`config.mk`:
```
export PLATFORM = sky130hd
export DESIGN_NAME = fib_stream_fifo
export DESIGN_NICKNAME = d
export VERILOG_FILES = /design/src/rtl/fib_stream_fifo.sv
export SDC_FILE = /design/constraint.sdc
export NUM_CORES = 1
export LEC_CHECK = 0
export CORE_AREA = 2 2 122 124
export DETAILED_ROUTE_END_ITERATION = 8
export DIE_AREA = 0 0 124 126
export PLACE_DENSITY_LB_ADDON = 0.25
export SLEW_MARGIN = 20
export SYNTH_ARGS = -nofsm -noshare
export SYNTH_HDL_FRONTEND = slang
export SYNTH_SLANG_ARGS = --single-unit
```
`constraint.sdc`:
```
create_clock -name clk -period 6.5 [get_ports clk]
set_clock_uncertainty 0.2 [all_clocks]
set_input_delay 1.3 -clock clk [delete_from_list [all_inputs] [get_ports clk]]
set_output_delay 1.3 -clock clk [all_outputs]
set_load 0.02 [all_outputs]
```
`src/rtl/fib_stream_fifo.sv`:
```
// First-word-fall-through FIFO fed by the fibonacci generator's value stream.
// Each entry is tagged with a wrap flag, and samples that arrive while the FIFO is full are counted as drops.
module fib_stream_fifo #(
    parameter int WIDTH      = 16,
    parameter int DEPTH      = 8,
    parameter int DROP_WIDTH = 16
) (
    input  logic                     clk,
    input  logic                     rst,
    input  logic [WIDTH-1:0]         in_value,
    input  logic                     in_en,
    output logic [WIDTH-1:0]         out_data,
    output logic                     out_wrap,
    output logic                     out_valid,
    input  logic                     out_ready,
    output logic [$clog2(DEPTH):0]   level,
    output logic                     full,
    output logic [DROP_WIDTH-1:0]    drop_count,
    output logic                     wrap_seen
);

    localparam int PTR_W = $clog2(DEPTH);
    localparam int LVL_W = PTR_W + 1;

    logic [WIDTH:0]          mem_r [DEPTH];
    logic [PTR_W-1:0]        wr_ptr_r;
    logic [PTR_W-1:0]        rd_ptr_r;
    logic [LVL_W-1:0]        level_r;
    logic                    full_r;
    logic                    valid_r;
    logic [DROP_WIDTH-1:0]   drop_r;
    logic                    wrap_seen_r;
    logic                    prev_valid_r;
    logic [WIDTH-1:0]        prev_value_r;

    logic                    pop_s;
    logic                    push_s;
    logic                    drop_s;
    logic                    wrap_s;
    logic [LVL_W-1:0]        level_next_s;
    logic [DROP_WIDTH-1:0]   drop_next_s;
    logic [WIDTH:0]          head_s;

    // Handshake decode, wrap detection and next-state for the occupancy and drop counters
    always_comb begin
        pop_s        = valid_r && out_ready;
        push_s       = in_en && (!full_r || pop_s);
        drop_s       = in_en && full_r && !pop_s;
        wrap_s       = 1'b0;
        level_next_s = level_r;
        drop_next_s  = drop_r;

        if (in_en && prev_valid_r && (in_value < prev_value_r)) begin
            wrap_s = 1'b1;
        end else begin
            wrap_s = 1'b0;
        end

        case ({push_s, pop_s})
            2'b10:   level_next_s = level_r + LVL_W'(1'b1);
            2'b01:   level_next_s = level_r - LVL_W'(1'b1);
            default: level_next_s = level_r;
        endcase

        if (drop_s && (drop_r != {DROP_WIDTH{1'b1}})) begin
            drop_next_s = drop_r + DROP_WIDTH'(1'b1);
        end else begin
            drop_next_s = drop_r;
        end
    end

    // Pointers, occupancy, status flags and sample history
    always_ff @(posedge clk or posedge rst) begin
        if (rst) begin
            wr_ptr_r     <= {PTR_W{1'b0}};
            rd_ptr_r     <= {PTR_W{1'b0}};
            level_r      <= {LVL_W{1'b0}};
            full_r       <= 1'b0;
            valid_r      <= 1'b0;
            drop_r       <= {DROP_WIDTH{1'b0}};
            wrap_seen_r  <= 1'b0;
            prev_valid_r <= 1'b0;
            prev_value_r <= {WIDTH{1'b0}};
        end else begin
            if (push_s) begin
                wr_ptr_r <= wr_ptr_r + PTR_W'(1'b1);
            end
            if (pop_s) begin
                rd_ptr_r <= rd_ptr_r + PTR_W'(1'b1);
            end
            level_r     <= level_next_s;
            full_r      <= (level_next_s == LVL_W'(DEPTH));
            valid_r     <= (level_next_s != {LVL_W{1'b0}});
            drop_r      <= drop_next_s;
            wrap_seen_r <= wrap_seen_r | wrap_s;
            if (in_en) begin
                prev_valid_r <= 1'b1;
                prev_value_r <= in_value;
            end
        end
    end

    // Entry storage; when full, a simultaneous pop frees the slot that wr_ptr already points at
    always_ff @(posedge clk) begin
        if (push_s) begin
            mem_r[wr_ptr_r] <= {wrap_s, in_value};
        end
    end

    // Stale memory contents are masked so the head reads as zero while the FIFO is empty
    assign head_s     = mem_r[rd_ptr_r];
    assign out_data   = valid_r ? head_s[WIDTH-1:0] : {WIDTH{1'b0}};
    assign out_wrap   = valid_r ? head_s[WIDTH] : 1'b0;
    assign out_valid  = valid_r;
    assign level      = level_r;
    assign full       = full_r;
    assign drop_count = drop_r;
    assign wrap_seen  = wrap_seen_r;

endmodule

```
# Yosys cells after proc, flatten, opt, wreduce, memory -nomap -nowiden
# Memory sizes are Yosys's and may differ from the RTL's.
# Index checks and enable logic that the tools add are counted.
[classes]
n_addsub = 5
order_cmp = 1
n_eq_ne = 4
muxes = 6
bitwise = 1
n_reduce_logical = 11
[ops]
columns = ["cell", "count"]
rows = [
  ["adder 16 x 1 -> 16 bit (second input constant)", 1],
  ["less-than comparator 16 bit", 1],
  ["two-way mux 16 bit", 1],
  ["!= test 16 bit (second input constant)", 1],
  ["case mux 4 bit (2 select lines)", 1],
  ["logical AND 1 bit", 7],
  ["adder 3 x 1 -> 3 bit (second input constant)", 2],
  ["adder 4 x 1 -> 4 bit (second input constant)", 1],
  ["equality test 4 bit (second input constant)", 1],
  ["two-way mux 1 bit", 4],
  ["nonzero test 4 bit", 1],
  ["subtractor 4 x 1 -> 4 bit (second input constant)", 1],
  ["equality test 2 x 1 -> 1 bit (second input constant)", 1],
  ["equality test 2 bit (second input constant)", 1],
  ["zero test 1 bit", 2],
  ["logical OR 1 bit", 1],
  ["OR 1 bit", 1],
]
[word_totals]
ff_bits = 46
ramBits = 136
out_inout_bits = 40
mem_count = 1
[mem_list]
columns = ["name", "words", "width", "rd", "rd_clocked_by_memory_dff", "wr", "line", "text"]
rows = [
  ["mem_r", 8, 17, 1, 0, 1, "25", "logic [WIDTH:0] mem_r [DEPTH];"],
]

# Longest topological paths before layout
[logic_depth]
ltp_word = 6
ltp_mapped = 10
ltp_nobuf = 10

# Least setup slack after synthesis
# OpenSTA, ideal clock, no wires.
[synth_path]
path_type = "input to register"
startpoint = "input out_ready"
endpoint = "register valid_r, in the netlist out_valid"
setup_ns = 0.140
arrival_ns = 3.282
required_ns = 6.160
slack_ns = 2.878
stages = 10
cell_sequence = "a21boi_1 and2b_1 inv_1 ha_1 xor2_1 ha_1 mux2_4 nor2_1 nor4b_1 o211ai_1"
[synth_via]
elab_chain_cells = 6
elab_cells_between_ends = 7
cone_classes = "2 x eq/ne; 1 x mux; 4 x reduce/logical"
[synth_rtl]
columns = ["item", "line", "text"]
rows = [
  ["start, declared", "15", "input logic out_ready,"],
  ["logical AND 1 bit (*)", "46", "pop_s = valid_r && out_ready;"],
  ["logical OR 1 bit", "47", "push_s = in_en && (!full_r || pop_s);"],
  ["logical AND 1 bit", "47", ""],
  ["equality test 2 x 1 -> 1 bit or equality test 2 bit (tied branches)", "59", "case ({push_s, pop_s})"],
  ["case mux 4 bit (2 select lines) (*)", "59", ""],
  ["named net level_next_s[1]", "40", "logic [LVL_W-1:0] level_next_s;"],
  ["nonzero test 4 bit (*)", "93", "valid_r <= (level_next_s != {LVL_W{1'b0}});"],
  ["end signal, assigned", "93", ""],
  ["end, declared", "30", "logic valid_r;"],
]
# The timed path passes the listed nets; every way through them passes the cells marked *.
# A chain may end at the register's enable or synchronous reset.

# Worst setup path after layout
[layout_path]
startpoint = "register rd_ptr_r[0]"
endpoint = "output out_data[5]"
[layout_via]
elab_chain_cells = 2
[layout_rtl]
columns = ["item", "line", "text"]
rows = [
  ["start, declared", "27", "logic [PTR_W-1:0] rd_ptr_r;"],
  ["start signal, assigned", "76", "rd_ptr_r <= {PTR_W{1'b0}};"],
  ["start signal, assigned", "89", "rd_ptr_r <= rd_ptr_r + PTR_W'(1'b1);"],
  ["memory read (8 x 17 bit)", "--", ""],
  ["two-way mux 16 bit", "112", "assign out_data = valid_r ? head_s[WIDTH-1:0] : {WIDTH{1'b0}};"],
  ["end, declared", "12", "output logic [WIDTH-1:0] out_data,"],
]
# No other way between the ends.

==> impl_metrics.tcl <==
set metrics [dict create \
    power.share.sequential 0.394 \
    setup-tns-final_ns 0 \
    synth_edf_count 136 \
    num_vias 4143 \
    hold_depth 1 \
    slew_violations 0 \
    wirelength_um 14400 \
    grt_pass1_vias 4321 \
    yosysSeqAreaShare 0.680 \
    synth_fp_nets 505 \
    whs_endpoint "prev_valid_r" \
    p_int_w 0.00276 \
    irDropWorstVdd_v 0.000293 \
    synth.distinct_cells 49 \
    clock_sinks 182 \
    fp-row-count 44 \
    combinationalPowerShare 0.329 \
    hold_path_class "reg -> reg" \
    crit_path_start_kind "flop" \
    fmaxAchievable_mhz 220 \
    cp.required_ns 5.00 \
    criticalPathCategory "reg -> out" \
    grt-ovfl-total 0 \
    initial_core_util 0.538 \
    min-delay-start "prev_valid_r" \
    pin_count 60 \
    syn_area_sq_um 7700 \
    area_growth_pct 19.2 \
    cts-root-buf "clkbuf_16" \
    dieArea_sq_um 15600 \
    antennaDiodeCount 0 \
    cts_tree "done" \
    ys_async_sr_fraction 0.253 \
    cp_data_arrival_time_ns 3.05 \
    synth_seq_cells 182 \
    viasPerCell 5.64 \
    cts-resized-gates 0 \
    dr.first_iter.drc_count 346 \
    ant_nets 0 \
    end_kind "output port" \
    setup_violations 0 \
    power_density_nw_per_um2 430 \
    place.port_buffers 59 \
    ctsHoldBuffers 0 \
    cp_slowest_stage_delay_ns 0.80 \
    die_height_um 126 \
    dp_hpwl_um 8610 \
    period_share 0.700 \
    antenna_found_initial 0 \
    power.switching_w 0.00119 \
    relSlewSlack 0.465 \
    critPathBufInv 2 \
    gp_congestion 0.809 \
    path_max_fanout 19 \
    layout.nets 579 \
    fp.dieW_um 124 \
    swShare 0.301 \
    hold_violations 0 \
    synth-main-ff-cell "edfxtp_1" \
    r2r_cells 10 \
    maxCapViolCount 0 \
    drive_gt1_frac 0.169 \
    cts_buffer_depth 2 \
    r2r_end "out_valid" \
    power_leakage_nw 3.44 \
    clk_pin_slew_ns 0.06 \
    yosys_warnings 0 \
    grt_pass1_wl_um 23000 \
    postCtsSetupBuffers 0 \
    insertion_delay_ns 0.43 \
    coreArea_sq_um 14300 \
    grt_setup_unrepaired "false" \
    grtUsageTotal 0.202 \
    max_slew.worst_pin.slew_ns 0.802 \
    status "finished clean" \
    first_pass_iters 6 \
    route.detailed.wl_per_inst_um 19.6 \
    slowest_stage "dfrtp_2" \
    avgSynthCellArea_sq_um 16.6 \
    power.clock.fraction 0.277 \
    grt_max_degree 47 \
    finalCoreUtilization 0.641 \
    crit_path_cell_trace "buf_4 > mux4_2 > mux2i_1 > nor2b_1 > clkdlybuf4s50_1" \
    drc 0 \
    cts_buffers 17 \
    synthCells 464 \
    reg2reg_from "out_valid" \
    r2r_setup_slack_ns 3.03 \
    period_needed_ns 4.55 \
    cts-htree-levels 4 \
    cp_top_family "buffers and inverters" \
]
-- cells in the mapped netlist, drive strengths merged (2+ instances only) --
cell type / n / area [sq um]
nor4b: 2 / 23.8
ha: 21 / 263
nor3b: 2 / 15.0
buf: 11 / 66.3
mux4: 34 / 766
dfrtp: 46 / 1150
nor2: 11 / 43.8
xnor2: 6 / 52.6
edfxtp: 136 / 4080
xor2: 16 / 140
nor4: 7 / 58.8
nand2: 33 / 124
clkbuf: 5 / 18.8
a2111oi: 2 / 17.5
or2: 2 / 12.5
inv: 22 / 82.6
mux2i: 17 / 170
nor2b: 18 / 113
nor3: 8 / 40.0
a21oi: 5 / 25.0
mux2: 4 / 52.6
o21ai: 18 / 90.1
nand2b: 4 / 25.0
nand4: 9 / 77.6
and3: 2 / 12.5
nand3: 9 / 45.0
-- registers in the layout, summed over array words and instances, names as in the netlist --
register / cells
drop_count: 16
full: 1
level: 4
mem_r: 136
out_valid: 1
prev_valid_r: 1
prev_value_r: 16
rd_ptr_r: 3
wr_ptr_r: 3
wrap_seen: 1
-- worst max-delay path by stage --
stage	end	startpoint	cells past startpoint	slack (ns)
2_1_floorplan	out_valid	out_ready	10	2.88
3_3_place_gp	out_valid	in_en	11	2.16
3_5_place_dp	out_valid	in_en	11	2.06
4_1_cts	out_data[5]	rd_ptr_r[0]	5	1.86
5_1_grt	out_data[5]	rd_ptr_r[0]	5	1.73
6_report	out_data[5]	rd_ptr_r[0]	5	1.95
-- per-stage QoR --
step | instances | power (W) | worst slack (ns) | hold WS [ns] | area [sq um]
floorplan | 464 | 0.00241 | 2.88 | 0.237 | 7700
global placement | 703 | 0.00287 | 2.16 | 0.250 | 8540
detailed placement | 703 | 0.00290 | 2.06 | 0.250 | 8540
CTS | 735 | 0.00400 | 1.86 | 0.266 | 9170
global route | 735 | 0.00415 | 1.73 | 0.282 | 9180
finish | 735 | 0.00395 | 1.95 | 0.268 | 9180
-- cell usage in the layout (no fill, tap or decap), types with 6 or more instances in the layout --
master	n
xnor2_1	6
nor2_1	10
ha_1	21
mux2i_1	17
buf_4	12
xor2_1	16
clkdlybuf4s50_1	59
dfrtp_1	45
inv_1	21
nor2b_1	18
clkbuf_16	17
mux4_2	34
nor3_1	6
o21ai_0	18
edfxtp_1	136
nand4_1	7
nand3_1	9
nand2_1	33
-- cell families after synthesis --
family          count (synthesis)  synth area share
buf+inv                        38            0.0218
fa+ha+maj                      21            0.0341
simple gates                  111            0.0817
xor+xnor                       22            0.0250
flops                         182             0.680
compound gates                 35            0.0291
mux                            55             0.128
-- area by class of cell --
type / count / area (sq um)
timing repair buffer: 71 / 681
inverter: 22 / 83.8
clock inverter: 14 / 206
fill: 1033 / 5130
sequential: 182 / 5240
clock buffer: 18 / 429
multi-input combinational: 244 / 2310
tap: 184 / 230
-- metal layers --
metal | part of all wire | global-route usage | vias to the layer above
met3 | 0.035 | 0.0389 | 25
li1 | - | - | 1919
met2 | 0.50 | 0.329 | 88
met1 | 0.44 | 0.266 | 2111
met5 | 0 | 0 | -
met4 | 0.024 | 0.0853 | 0
-- worst reg2reg max path: cells and delay by family (launching register included) --
kind	cells	cell delay, ns
compound gates	2	0.35
mux	1	0.27
simple gates	3	0.87
flops	1	0.81
xor+xnor	1	0.19
fa+ha+maj	2	0.55
buf+inv	1	0.11
-- power groups by stage --
stage | Sequential [W] | Clock [W] | Combinational (W)
floorplan | 0.00154 | 0 | 0.000874
global placement | 0.00157 | 0 | 0.00129
detailed placement | 0.00159 | 0 | 0.00132
CTS | 0.00156 | 0.00111 | 0.00132
global route | 0.00158 | 0.00116 | 0.00141
finish | 0.00156 | 0.00110 | 0.00130
No activity file was read; power rests on OpenSTA's default activity.
